$ cat config.mk
export PLATFORM = sky130hd
export DESIGN_NAME = spi_target_responder_flat
export DESIGN_NICKNAME = d
export VERILOG_FILES = /design/src/rtl/spi_target_pkg.sv /design/src/rtl/spi_target_responder_if.sv /design/src/rtl/spi_edge_sync.sv /design/src/rtl/spi_target_responder.sv /design/src/flat_wrapper.sv
export SDC_FILE = /design/constraint.sdc
export NUM_CORES = 1
export LEC_CHECK = 0
export ABC_AREA = 1
export CORE_AREA = 5 5 142 144
export DETAILED_ROUTE_END_ITERATION = 12
export DIE_AREA = 0 0 147 149
export GPL_TIMING_DRIVEN = 0
export HOLD_SLACK_MARGIN = 0.06
export PLACE_DENSITY = 0.8
export SLEW_MARGIN = 25
export SYNTH_ARGS = -nofsm -noshare
export SYNTH_HDL_FRONTEND = slang
export SYNTH_SLANG_ARGS = --single-unit
$ cat constraint.sdc
create_clock -name clk -period 23.9 [get_ports clk]
set_clock_uncertainty 0.15 [all_clocks]
set_input_delay 5.975 -clock clk [delete_from_list [all_inputs] [get_ports clk]]
set_output_delay 5.975 -clock clk [all_outputs]
set_load 0.01 [all_outputs]
$ cat src/rtl/spi_target_pkg.sv
// Shared types and frame constants for the SPI target responder.
package spi_target_pkg;

  typedef enum logic [1:0] {
    S_IDLE    = 2'd0,
    S_HDR     = 2'd1,
    S_RD_DATA = 2'd2,
    S_DONE    = 2'd3
  } state_e;

  localparam int HDR_BITS = 17;
  localparam int ADDR_W   = 8;
  localparam int DATA_W   = 8;

  localparam logic RW_WRITE = 1'b1;

endpackage

$ cat src/rtl/spi_target_responder_if.sv
// SPI pin bundle between the control-board driver (master) and the responder (slave).
interface spi_target_responder_if;
  logic spi_clk;
  logic mosi;
  logic miso;

  modport master (output spi_clk, output mosi, input miso);
  modport slave  (input spi_clk, input mosi, output miso);
endinterface

$ cat src/rtl/spi_edge_sync.sv
// Oversampling synchronizer for a slow serial clock/data pair; emits registered edge pulses.
module spi_edge_sync #(
  parameter int SYNC_STAGES = 2
) (
  input  logic clk,
  input  logic rst,
  input  logic sclk_in,
  input  logic din,
  output logic mosi_s,
  output logic sclk_rise,
  output logic sclk_fall
);

  logic [SYNC_STAGES-1:0] sclk_sync_reg;
  logic [SYNC_STAGES-1:0] din_sync_reg;
  logic sclk_prev_reg;
  logic mosi_s_reg;
  logic rise_reg;
  logic fall_reg;
  logic sclk_last;

  assign sclk_last = sclk_sync_reg[SYNC_STAGES-1];

  always_ff @(posedge clk or posedge rst) begin
    if (rst) begin
      sclk_sync_reg <= '0;
      din_sync_reg  <= '0;
      sclk_prev_reg <= 1'b0;
      mosi_s_reg    <= 1'b0;
      rise_reg      <= 1'b0;
      fall_reg      <= 1'b0;
    end else begin
      sclk_sync_reg[0] <= sclk_in;
      din_sync_reg[0]  <= din;
      for (int i = 1; i < SYNC_STAGES; i++) begin
        sclk_sync_reg[i] <= sclk_sync_reg[i-1];
        din_sync_reg[i]  <= din_sync_reg[i-1];
      end
      sclk_prev_reg <= sclk_last;
      // Data is registered alongside the pulses so they stay cycle-aligned.
      mosi_s_reg    <= din_sync_reg[SYNC_STAGES-1];
      rise_reg      <= sclk_last & ~sclk_prev_reg;
      fall_reg      <= ~sclk_last & sclk_prev_reg;
    end
  end

  assign mosi_s    = mosi_s_reg;
  assign sclk_rise = rise_reg;
  assign sclk_fall = fall_reg;

endmodule

$ cat src/rtl/spi_target_responder.sv
// SPI register-bank responder: decodes write / multi-byte read frames from an oversampled SPI bus.
module spi_target_responder
  import spi_target_pkg::*;
#(
  parameter int NUM_REGS     = 16,
  parameter int IDLE_TIMEOUT = 64,
  parameter int SYNC_STAGES  = 2
) (
  input  logic                  clk,
  input  logic                  rst,
  spi_target_responder_if.slave spi,
  output logic [NUM_REGS*8-1:0] regs_flat,
  output logic                  wr_strobe,
  output logic [ADDR_W-1:0]     wr_addr,
  output logic [DATA_W-1:0]     wr_data,
  output logic                  busy,
  output logic                  frame_error
);

  localparam int IDX_W  = (NUM_REGS > 1) ? $clog2(NUM_REGS) : 1;
  localparam int IDLE_W = $clog2(IDLE_TIMEOUT + 1);

  localparam logic [1:0] IDLE    = S_IDLE;
  localparam logic [1:0] HDR     = S_HDR;
  localparam logic [1:0] RD_DATA = S_RD_DATA;
  localparam logic [1:0] DONE    = S_DONE;

  logic mosi_s;
  logic sclk_rise;
  logic sclk_fall;

  spi_edge_sync #(.SYNC_STAGES(SYNC_STAGES)) u_sync (
    .clk       (clk),
    .rst       (rst),
    .sclk_in   (spi.spi_clk),
    .din       (spi.mosi),
    .mosi_s    (mosi_s),
    .sclk_rise (sclk_rise),
    .sclk_fall (sclk_fall)
  );

  logic [1:0]            state_reg;
  logic [4:0]            bit_cnt_reg;
  // Holds the header bits already received; the current bit is appended combinationally.
  logic [HDR_BITS-2:0]   hdr_reg;
  logic [IDLE_W-1:0]     idle_cnt_reg;
  logic [ADDR_W-1:0]     rd_ptr_reg;
  logic [DATA_W-1:0]     byte_cnt_reg;
  logic [DATA_W-1:0]     tx_reg;
  logic [2:0]            tx_bits_reg;
  logic                  miso_reg;
  logic                  wr_strobe_reg;
  logic [ADDR_W-1:0]     wr_addr_reg;
  logic [DATA_W-1:0]     wr_data_reg;
  logic                  frame_error_reg;
  logic [DATA_W-1:0]     regs_mem [NUM_REGS];

  logic [HDR_BITS-1:0]   hdr_shift;
  logic                  hdr_rw;
  logic [ADDR_W-1:0]     hdr_addr;
  logic [DATA_W-1:0]     hdr_data;
  logic                  hdr_last;
  logic                  addr_ok;
  logic                  write_commit;
  logic [DATA_W-1:0]     rd_byte;
  logic                  timeout;

  assign hdr_shift    = {hdr_reg, mosi_s};
  assign hdr_rw       = hdr_shift[HDR_BITS-1];
  assign hdr_addr     = hdr_shift[HDR_BITS-2 -: ADDR_W];
  assign hdr_data     = hdr_shift[DATA_W-1:0];
  assign hdr_last     = (bit_cnt_reg == 5'(HDR_BITS - 1));
  assign addr_ok      = int'(hdr_addr) < NUM_REGS;
  assign write_commit = (state_reg == HDR) && sclk_rise && hdr_last
                        && (hdr_rw == RW_WRITE) && addr_ok;
  assign rd_byte      = (int'(rd_ptr_reg) < NUM_REGS) ? regs_mem[rd_ptr_reg[IDX_W-1:0]] : '0;
  assign timeout      = (state_reg != IDLE) && (idle_cnt_reg == IDLE_W'(IDLE_TIMEOUT));

  always_ff @(posedge clk or posedge rst) begin
    if (rst) begin
      for (int i = 0; i < NUM_REGS; i++) begin
        regs_mem[i] <= '0;
      end
    end else if (write_commit) begin
      regs_mem[hdr_addr[IDX_W-1:0]] <= hdr_data;
    end
  end

  always_ff @(posedge clk or posedge rst) begin
    if (rst) begin
      state_reg       <= IDLE;
      bit_cnt_reg     <= '0;
      hdr_reg         <= '0;
      idle_cnt_reg    <= '0;
      rd_ptr_reg      <= '0;
      byte_cnt_reg    <= '0;
      tx_reg          <= '0;
      tx_bits_reg     <= '0;
      miso_reg        <= 1'b0;
      wr_strobe_reg   <= 1'b0;
      wr_addr_reg     <= '0;
      wr_data_reg     <= '0;
      frame_error_reg <= 1'b0;
    end else begin
      wr_strobe_reg   <= 1'b0;
      frame_error_reg <= 1'b0;

      if (sclk_rise || sclk_fall || state_reg == IDLE) begin
        idle_cnt_reg <= '0;
      end else if (!timeout) begin
        idle_cnt_reg <= idle_cnt_reg + 1'b1;
      end

      case (state_reg)
        IDLE: begin
          if (sclk_rise) begin
            state_reg   <= HDR;
            hdr_reg     <= {{(HDR_BITS-2){1'b0}}, mosi_s};
            bit_cnt_reg <= 5'd1;
          end
        end
        HDR: begin
          if (sclk_rise) begin
            hdr_reg     <= hdr_shift[HDR_BITS-2:0];
            bit_cnt_reg <= bit_cnt_reg + 1'b1;
            if (hdr_last) begin
              if (hdr_rw == RW_WRITE) begin
                state_reg <= DONE;
                if (addr_ok) begin
                  wr_strobe_reg <= 1'b1;
                  wr_addr_reg   <= hdr_addr;
                  wr_data_reg   <= hdr_data;
                end
              end else if (hdr_data == '0) begin
                state_reg <= DONE;
              end else begin
                state_reg    <= RD_DATA;
                rd_ptr_reg   <= hdr_addr;
                byte_cnt_reg <= hdr_data;
                tx_bits_reg  <= '0;
              end
            end
          end
        end
        RD_DATA: begin
          if (sclk_fall) begin
            if (tx_bits_reg == '0) begin
              // Byte boundary: fetch the next register or finish the burst.
              if (byte_cnt_reg == '0) begin
                state_reg <= DONE;
                miso_reg  <= 1'b0;
              end else begin
                miso_reg     <= rd_byte[DATA_W-1];
                tx_reg       <= {rd_byte[DATA_W-2:0], 1'b0};
                tx_bits_reg  <= 3'd7;
                rd_ptr_reg   <= rd_ptr_reg + 1'b1;
                byte_cnt_reg <= byte_cnt_reg - 1'b1;
              end
            end else begin
              miso_reg    <= tx_reg[DATA_W-1];
              tx_reg      <= {tx_reg[DATA_W-2:0], 1'b0};
              tx_bits_reg <= tx_bits_reg - 1'b1;
            end
          end
        end
        default: begin
          miso_reg <= 1'b0;
        end
      endcase

      if (timeout) begin
        state_reg       <= IDLE;
        bit_cnt_reg     <= '0;
        hdr_reg         <= '0;
        tx_reg          <= '0;
        tx_bits_reg     <= '0;
        miso_reg        <= 1'b0;
        frame_error_reg <= (state_reg == HDR) || (state_reg == RD_DATA);
      end
    end
  end

  generate
    for (genvar gi = 0; gi < NUM_REGS; gi++) begin : g_flat
      assign regs_flat[gi*8 +: 8] = regs_mem[gi];
    end
  endgenerate

  assign spi.miso    = miso_reg;
  assign wr_strobe   = wr_strobe_reg;
  assign wr_addr     = wr_addr_reg;
  assign wr_data     = wr_data_reg;
  assign busy        = (state_reg != IDLE);
  assign frame_error = frame_error_reg;

endmodule
$ cat src/flat_wrapper.sv
// flat-port wrapper written by rule: the top's interface ports become plain ports
module spi_target_responder_flat import spi_target_pkg::*;
#(
  parameter int NUM_REGS     = 16,
  parameter int IDLE_TIMEOUT = 64,
  parameter int SYNC_STAGES  = 2
)
  (clk, rst, regs_flat, wr_strobe, wr_addr, wr_data, busy, frame_error, spi_spi_clk, spi_mosi, spi_miso);
  spi_target_responder_if spi_i ();
  input  logic clk;
  input  logic rst;
  output logic [NUM_REGS*8-1:0] regs_flat;
  output logic wr_strobe;
  output logic [ADDR_W-1:0] wr_addr;
  output logic [DATA_W-1:0] wr_data;
  output logic busy;
  output logic frame_error;
  input wire logic [$bits(spi_i.spi_clk)-1:0] spi_spi_clk;
  input wire logic [$bits(spi_i.mosi)-1:0] spi_mosi;
  output wire logic [$bits(spi_i.miso)-1:0] spi_miso;
  assign spi_i.spi_clk = spi_spi_clk;
  assign spi_i.mosi = spi_mosi;
  assign spi_miso = spi_i.miso;
  spi_target_responder #(.NUM_REGS(NUM_REGS), .IDLE_TIMEOUT(IDLE_TIMEOUT), .SYNC_STAGES(SYNC_STAGES)) u_core (.clk(clk), .rst(rst), .spi(spi_i), .regs_flat(regs_flat), .wr_strobe(wr_strobe), .wr_addr(wr_addr), .wr_data(wr_data), .busy(busy), .frame_error(frame_error));
endmodule
Word-level counts from Yosys, hierarchy flattened --
Index checks and enable logic that the tools add are counted.
Storage, ports and cells: flip-flop bits (word level) 212, bits of input ports 4, output and inout port bits 148, word-level logic and storage cells 170
Cells by class: add/subtract/negate cells 5, $lt $le $gt $ge 5, eq/ne operators 23, multiplexer cells 68, bitwise gates (word level) 6, reductions and logical operators 28
Operators by type and width (count):
- $mux 8 | 23
- $bwmux 128 | 1
- $mux 16 | 3
- $bmux 8 s4 | 1
- $demux 8 s4 | 1
- $pmux 16 s2 | 1
- $pmux 8 s2 | 2
- $mux 3 | 8
- $logic_not 8->1 | 2
- $lt 8x5->1 const B | 2
- $mux 2 | 8
- $mux 5 | 3
- $ne 3x2->1 const B | 5
- $mux 7 | 2
- $reduce_and 7->1 | 2
- $ne 2x2->1 const B | 6
- $mux 1 | 11
- $ge 5x5->1 const B | 2
- $not 4->5 | 2
- $pmux 5 s2 | 1
- $ne 3x1->1 const B | 3
- $add 8x1->8 const B | 1
- $reduce_and 8->1 | 1
- $reduce_bool 2->1 | 4
- 27 further kinds | 40

Longest topological paths before layout --
Gate-level depths: netlist of the first run.
depth in word-level cells 10, gate-level depth with buffers 14, mapped depth without buffers 12

Cells and area by module --
Synthesis of the first run repeated with hierarchy kept, for this count alone.
Unflattened totals: cell total of the unflattened synthesis 1232, area total of the unflattened synthesis 10144.7 sq um
Modules (own cells, without submodules):
- spi_target_responder | instances 1, cells each 1219, area each 9925.8 sq um, sequential area each 5079.9 sq um
- spi_edge_sync | instances 1, cells each 13, area each 219.0 sq um, sequential area each 200.2 sq um

Worst setup path after synthesis of the first run --
Ideal clock, no wire load.
kind flip-flop to output port, start point register u_core.state_reg[0], end point output port busy, arrival time 742 ps, required time 17775 ps, setup slack 17033 ps, stages on the path, launching flop included 4, path buffers 0, cell sequence dfrtp_1 inv_1 ha_1 inv_1
Between the ends: longest elaborated chain between the ends 1
Ends and longest elaborated chain:
- start, declared | RTL line spi_target_responder.sv:42 | logic [1:0] state_reg;
- start signal, assigned | RTL line spi_target_responder.sv:91 | state_reg <= IDLE;
- start signal, assigned | RTL line spi_target_responder.sv:117 | state_reg <= HDR;
- start signal, assigned | RTL line spi_target_responder.sv:128 | state_reg <= DONE;
- $reduce_bool 2->1 | RTL line spi_target_responder.sv:193 | assign busy = (state_reg != IDLE);
- end, declared | RTL line flat_wrapper.sv:16 | output logic busy;
Every way passes these cells.

Worst setup path in the final report of the first run --
Ends and elaborated chain as after synthesis.

==> flow_summary.yaml, run 1 <==
finish:
  diodes: 0
  final_cell_mix: "311 x nand2_1, 231 x o21ai_0, 211 x dfrtp_1"
  layout-area-overhead-vs-synth_pct: 27.42
  fin_nets: 1436
  largest_reg_flops: 128
  drive_above_1_share: 0.05841
  instances_no_fill: 1672
  final_common_cell: "nand2_1"
  stdcell_area_um2: 12820
  final_util: 0.6899
timing:
  drv_slew: 0
  fmax_mhz: 126.0
  hold_viol_final: 0
  whs_ns: 0.1963
  rsz0062_at_grt: "no"
  period_minus_slack_ns: 7.934
  post-route-period-util: 0.3319
  finalSetupViolations: 0
  worstMarginPinSlew_ns: 0.9039
  setup_tns_ns: 0
  slew_headroom: 0.3974
drt:
  drt_wl_total_mm: 32.21
  drc: 0
  num_vias: 9729
  drt.antenna.violating_nets: 0
  first_iter_violations: 883
  first_pass_iters: 6
  wl_per_cell_um: 19.26
  viasPerCell: 5.819
pwr:
  vdd_drop_max_uv: 64.81
  power_density_nw_per_um2: 86.35
  power_leakage_nw: 5.969
floorplanning:
  row_count: 50
  fp.coreArea_um2: 18580
  start_util: 0.5414
  die_y_um: 149
  die-area_um2: 21900
  top_level_ports: 152
  die_x_um: 147
hold_path:
  min_path_type: "register to register"
  min_from: "u_core.u_sync.din_sync_reg[1]"
  hold_end: "u_core.u_sync.mosi_s"
  hold_depth: 0
global_route:
  antenna_found_initial: 1
  grt_max_degree: 82
  grt_pass1_wl_mm: 51.10
  grt_pass1_vias: 9359
  gr-usage-all-layers: 0.2932
  gr-total-overflow: 0
worst_setup_path:
  slowest_stage: "clkdlybuf4s50_1"
  required_ns: 17.78
  worstSetupPathType: "register to primary output"
  r2r_end: "u_core.tx_reg[1]"
  cp_data_arrival_time_ns: 1.81
  crit_path_max_fanout: 5
  start_kind: "register"
  critPathMostFrequentCell: "inv_1"
  critPathCaptureType: "primary output"
  path_cells: "inv_1 -> ha_1 -> inv_1 -> clkdlybuf4s50_1"
  path_delay_family: "buffers and inverters"
  rr_startpoint: "u_core.rd_ptr_reg[0]"
  reg2reg_slack_ns: 21.26
  cpPeakStageDelay_ns: 0.53
  reg2reg_depth: 10
  worst-path-buf-inv: 3
clock_network:
  cts_made_buffers: 24
  root_buffer: "clkbuf_16"
  ctsResizeCount: 0
  cts_setup_buffers: 0
  hold_buffers: 0
  htreeDepth: 1
  cts_sinks: 211
  path_clk_slew_ns: 0.06
  cts_tree: "yes"
  insertion_delay_ns: 0.53
  clk_path_buf_depth: 3
place:
  numPortBuffers: 151
  hpwl_mm: 22.58
  place_area_um2: 11930
  placed_cells: 1628
  gp_congestion: 0.9729
logic_synthesis:
  synthesis.nets: 1257
  syn-mean-instance-area_um2: 8.106
  async_reset_ff_frac: 1.000
  ys.flop_type: "dfrtp_1"
  yosys_warnings: 0
  yosysSeqAreaShare: 0.5249
  synth_edf_count: 0
  netlist-cell-type-count: 29
  synthCells: 1241
  netlist_area_um2: 10060
  synth_seq_cells: 211
run_status:
  status: "finished, final reports clean"
run:
  maxCapViolations: 0
-- Yosys cell counts (all sizes together), types with 10 or more instances --
master    n  share of area
nor3     10         0.0050
o211ai   12         0.0090
nor2    128          0.048
clkbuf   37          0.014
a21oi    13         0.0065
nand2   321           0.13
nand3    62          0.031
o21ai   240           0.12
dfrtp   211           0.52
buf      28          0.025
inv     122          0.046
o22ai    24          0.015
ha       12          0.015
-- worst max-delay path by stage --
stage	endpoint	startpoint	depth (start not counted)	slack [ns]
after global routing	busy	u_core.state_reg[0]	4	15.91
after global placement	u_core.regs_flat[71]	rst	2	9.43
final	busy	u_core.state_reg[0]	4	15.97
after floorplan	u_core.bit_cnt_reg[0]	rst	1	12.01
after detailed placement	busy	u_core.state_reg[0]	4	16.49
after CTS	busy	u_core.state_reg[0]	4	15.95
-- final cells by class --
class / count / area [um^2]
clock inverters: 9 / 148.9
clock buffers: 35 / 743.2
repair buffers: 153 / 1567
well taps: 234 / 292.8
fillers: 1421 / 5762
inverters: 124 / 473.0
flip-flops and latches: 211 / 5280
plain buffers: 65 / 390.4
multi-input cells: 841 / 3924
-- per-layer routing --
layer / share of wire / up-vias / wire length [um] / global-route usage
met2: 0.46 / 537 / 14660 / 0.4637
met1: 0.40 / 4695 / 12970 / 0.4032
met4: 0.039 / 2 / 1263 / 0.1109
met3: 0.10 / 96 / 3297 / 0.05986
li1: - / 4399 / - / -
met5: 0.00062 / - / 20 / 0
-- worst reg2reg max path, delay by kind of cell, from the launching register on --
kind | cells | cell delay [ns]
simple gates | 5 | 0.60
flops | 1 | 0.44
buf+inv | 2 | 0.99
compound gates | 3 | 0.37
-- report_power, final --
| part | internal, W | total (W) | switching (W) |
|---|---|---|---|
| Combinational | 0.0000797 | 0.000303 | 0.000223 |
| Sequential | 0.000380 | 0.000396 | 0.0000152 |
| Clock | 0.000258 | 0.000408 | 0.000150 |
| Total | 0.000718 | 0.00111 | 0.000389 |
-- cells by family (layout without fill, tap and decap cells) --
family	count (synthesis)	in the layout	share of synthesized area
simple gates	533	533	0.2202
compound gates	293	293	0.1524
flops	211	211	0.5249
buf+inv	189	386	0.08507
fa+ha+maj	12	12	0.01492
xor+xnor	3	3	0.002612
-- per-stage QoR --
step	setup WS, ns	total power [W]
6_report	15.97	0.001107
3_5_place_dp	16.49	0.0006925
4_1_cts	15.95	0.001100
3_3_place_gp	9.432	0.0006831
2_1_floorplan	12.01	0.0005941
5_1_grt	15.91	0.001158
(Power assumes the default switching activity.)
==> run 2: changes to the inputs <==
CORE_AREA = 5 5 150 152   (was 5 5 142 144)
DIE_AREA = 0 0 155 157   (was 0 0 147 149)
PLACE_DENSITY = 0.75   (was 0.8)
clock period = 6.9 ns   (was 23.9 ns; I/O delays follow)
==> flow_summary.yaml, run 2 (synthesized netlist as in run 1, its figures left out) <==
timing:
  worstMarginPinSlew_ns: 0.8847
  hold_viol_final: 0
  fmax_mhz: 271.7
  setup_tns_ns: 0
  period_minus_slack_ns: 3.680
  post-route-period-util: 0.5333
  slew_headroom: 0.4102
  finalSetupViolations: 0
  drv_slew: 0
  rsz0062_at_grt: "no"
pwr:
  power_leakage_nw: 5.983
  vdd_drop_max_uv: 224.9
  power_density_nw_per_um2: 296.0
  swShare: 0.3466
  seq_power_share: 0.358
  intPower_w: 0.002501
  power_frac_comb: 0.272
  clockPowerShare: 0.370
  totalPowerFinal_w: 0.003827
  p_sw_w: 0.001326
finish:
  final_common_cell: "nand2_1"
  layout-area-overhead-vs-synth_pct: 28.52
  final_cell_mix: "311 x nand2_1, 231 x o21ai_0, 211 x dfrtp_1"
  fin_nets: 1440
  final_util: 0.6189
  largest_reg_flops: 128
  fillCellCount: 1780
  diodes: 0
  drive_above_1_share: 0.05895
floorplanning:
  row_count: 53
  die-area_um2: 24340
  die_x_um: 155
  fp.coreArea_um2: 20890
  die_y_um: 157
  top_level_ports: 152
  start_util: 0.4816
worst_setup_path:
  crit_path_max_fanout: 5
  critPathCaptureType: "primary output"
  cp-startpoint: "u_core.state_reg[0]"
  cp_data_arrival_time_ns: 1.81
  worstSetupPathType: "register to primary output"
  rr_startpoint: "u_core.rd_ptr_reg[0]"
  reg2reg_slack_ns: 4.26
  start_kind: "register"
  required_ns: 5.03
drt:
  first_iter_violations: 787
  drt.antenna.violating_nets: 0
  viasPerCell: 5.528
  drt_wl_total_mm: 32.16
  num_vias: 9492
  wl_per_cell_um: 18.73
  drc: 0
  first_pass_iters: 5
place:
  numPortBuffers: 151
  gp_congestion: 0.9518
  hpwl_mm: 23.07
run_status:
  status: "finished, final reports clean"
global_route:
  grt_pass1_wl_mm: 50.89
  gr-total-overflow: 0
  antenna_found_initial: 0
  gr-usage-all-layers: 0.2641
  grt_pass1_vias: 9229
  grt_max_degree: 34
hold_path:
  min_from: "u_core.u_sync.din_sync_reg[1]"
  min_path_type: "register to register"
clock_network:
  clk_path_buf_depth: 3
  hold_buffers: 0
  insertion_delay_ns: 0.51
  ctsResizeCount: 0
  cts_sinks: 211
  path_clk_slew_ns: 0.05
  cts_tree: "yes"
  cts_made_buffers: 24
  cts_setup_buffers: 0
  root_buffer: "clkbuf_16"
  htreeDepth: 1
run:
  maxCapViolations: 0
-- run 2: layout make-up --
class | count | area [um^2] | share of cell area
plain buffers | 65 | 390.4 | 0.03019
clock buffers | 35 | 713.2 | 0.05516
clock inverters | 9 | 176.4 | 0.01365
inverters | 124 | 469.2 | 0.03629
multi-input cells | 841 | 3924 | 0.3035
flip-flops and latches | 211 | 5280 | 0.4084
well taps | 275 | 344.1 | 0.02661
repair buffers | 157 | 1632 | 0.1262
-- run 2: critical path: stages (launching register included) --
cell,delay [ns]
dfrtp_1,0.35
inv_1,0.08
ha_1,0.26
inv_1,0.09
clkdlybuf4s50_1,0.54
-- run 2: worst paths after layout --
path | cells past startpoint | to
worst max-delay path | 4 | busy
worst min-delay path | 0 | u_core.u_sync.mosi_s
worst max register to register | 8 | u_core.tx_reg[6]
worst min register to register | 0 | u_core.u_sync.mosi_s
max in group asynchronous | 5 | u_core.regs_flat[88]
min in group asynchronous | 2 | u_core.regs_flat[32]
-- run 2: layer usage --
layer | wire length [um] | part of all wire | track usage
met5 | 0 | 0 | 0
met4 | 1338 | 0.042 | 0.09966
met3 | 2757 | 0.086 | 0.04564
met2 | 14550 | 0.45 | 0.4154
met1 | 13520 | 0.42 | 0.3693
-- run 2: power groups by stage --
stage	logic, W	registers (W)	clock network, W
CTS	0.00102	0.00137	0.00142
finish	0.00104	0.00137	0.00141
global route	0.00116	0.00138	0.00148
global placement	0.000981	0.00139	0
detailed placement	0.00101	0.00139	0
floorplan	0.000681	0.00138	0
-- run 2: per-stage QoR --
step | hold slack (ns) | setup WS (ns) | area, um^2 | cells
after floorplan | 0.1812 | 2.283 | 10060 | 1241
final | 0.1967 | 3.220 | 12930 | 1717
after global placement | 0.1828 | 0.7124 | 11920 | 1667
after CTS | 0.1975 | 3.195 | 12930 | 1717
after detailed placement | 0.1847 | 3.453 | 12040 | 1673
after global routing | 0.2175 | 3.163 | 12930 | 1717
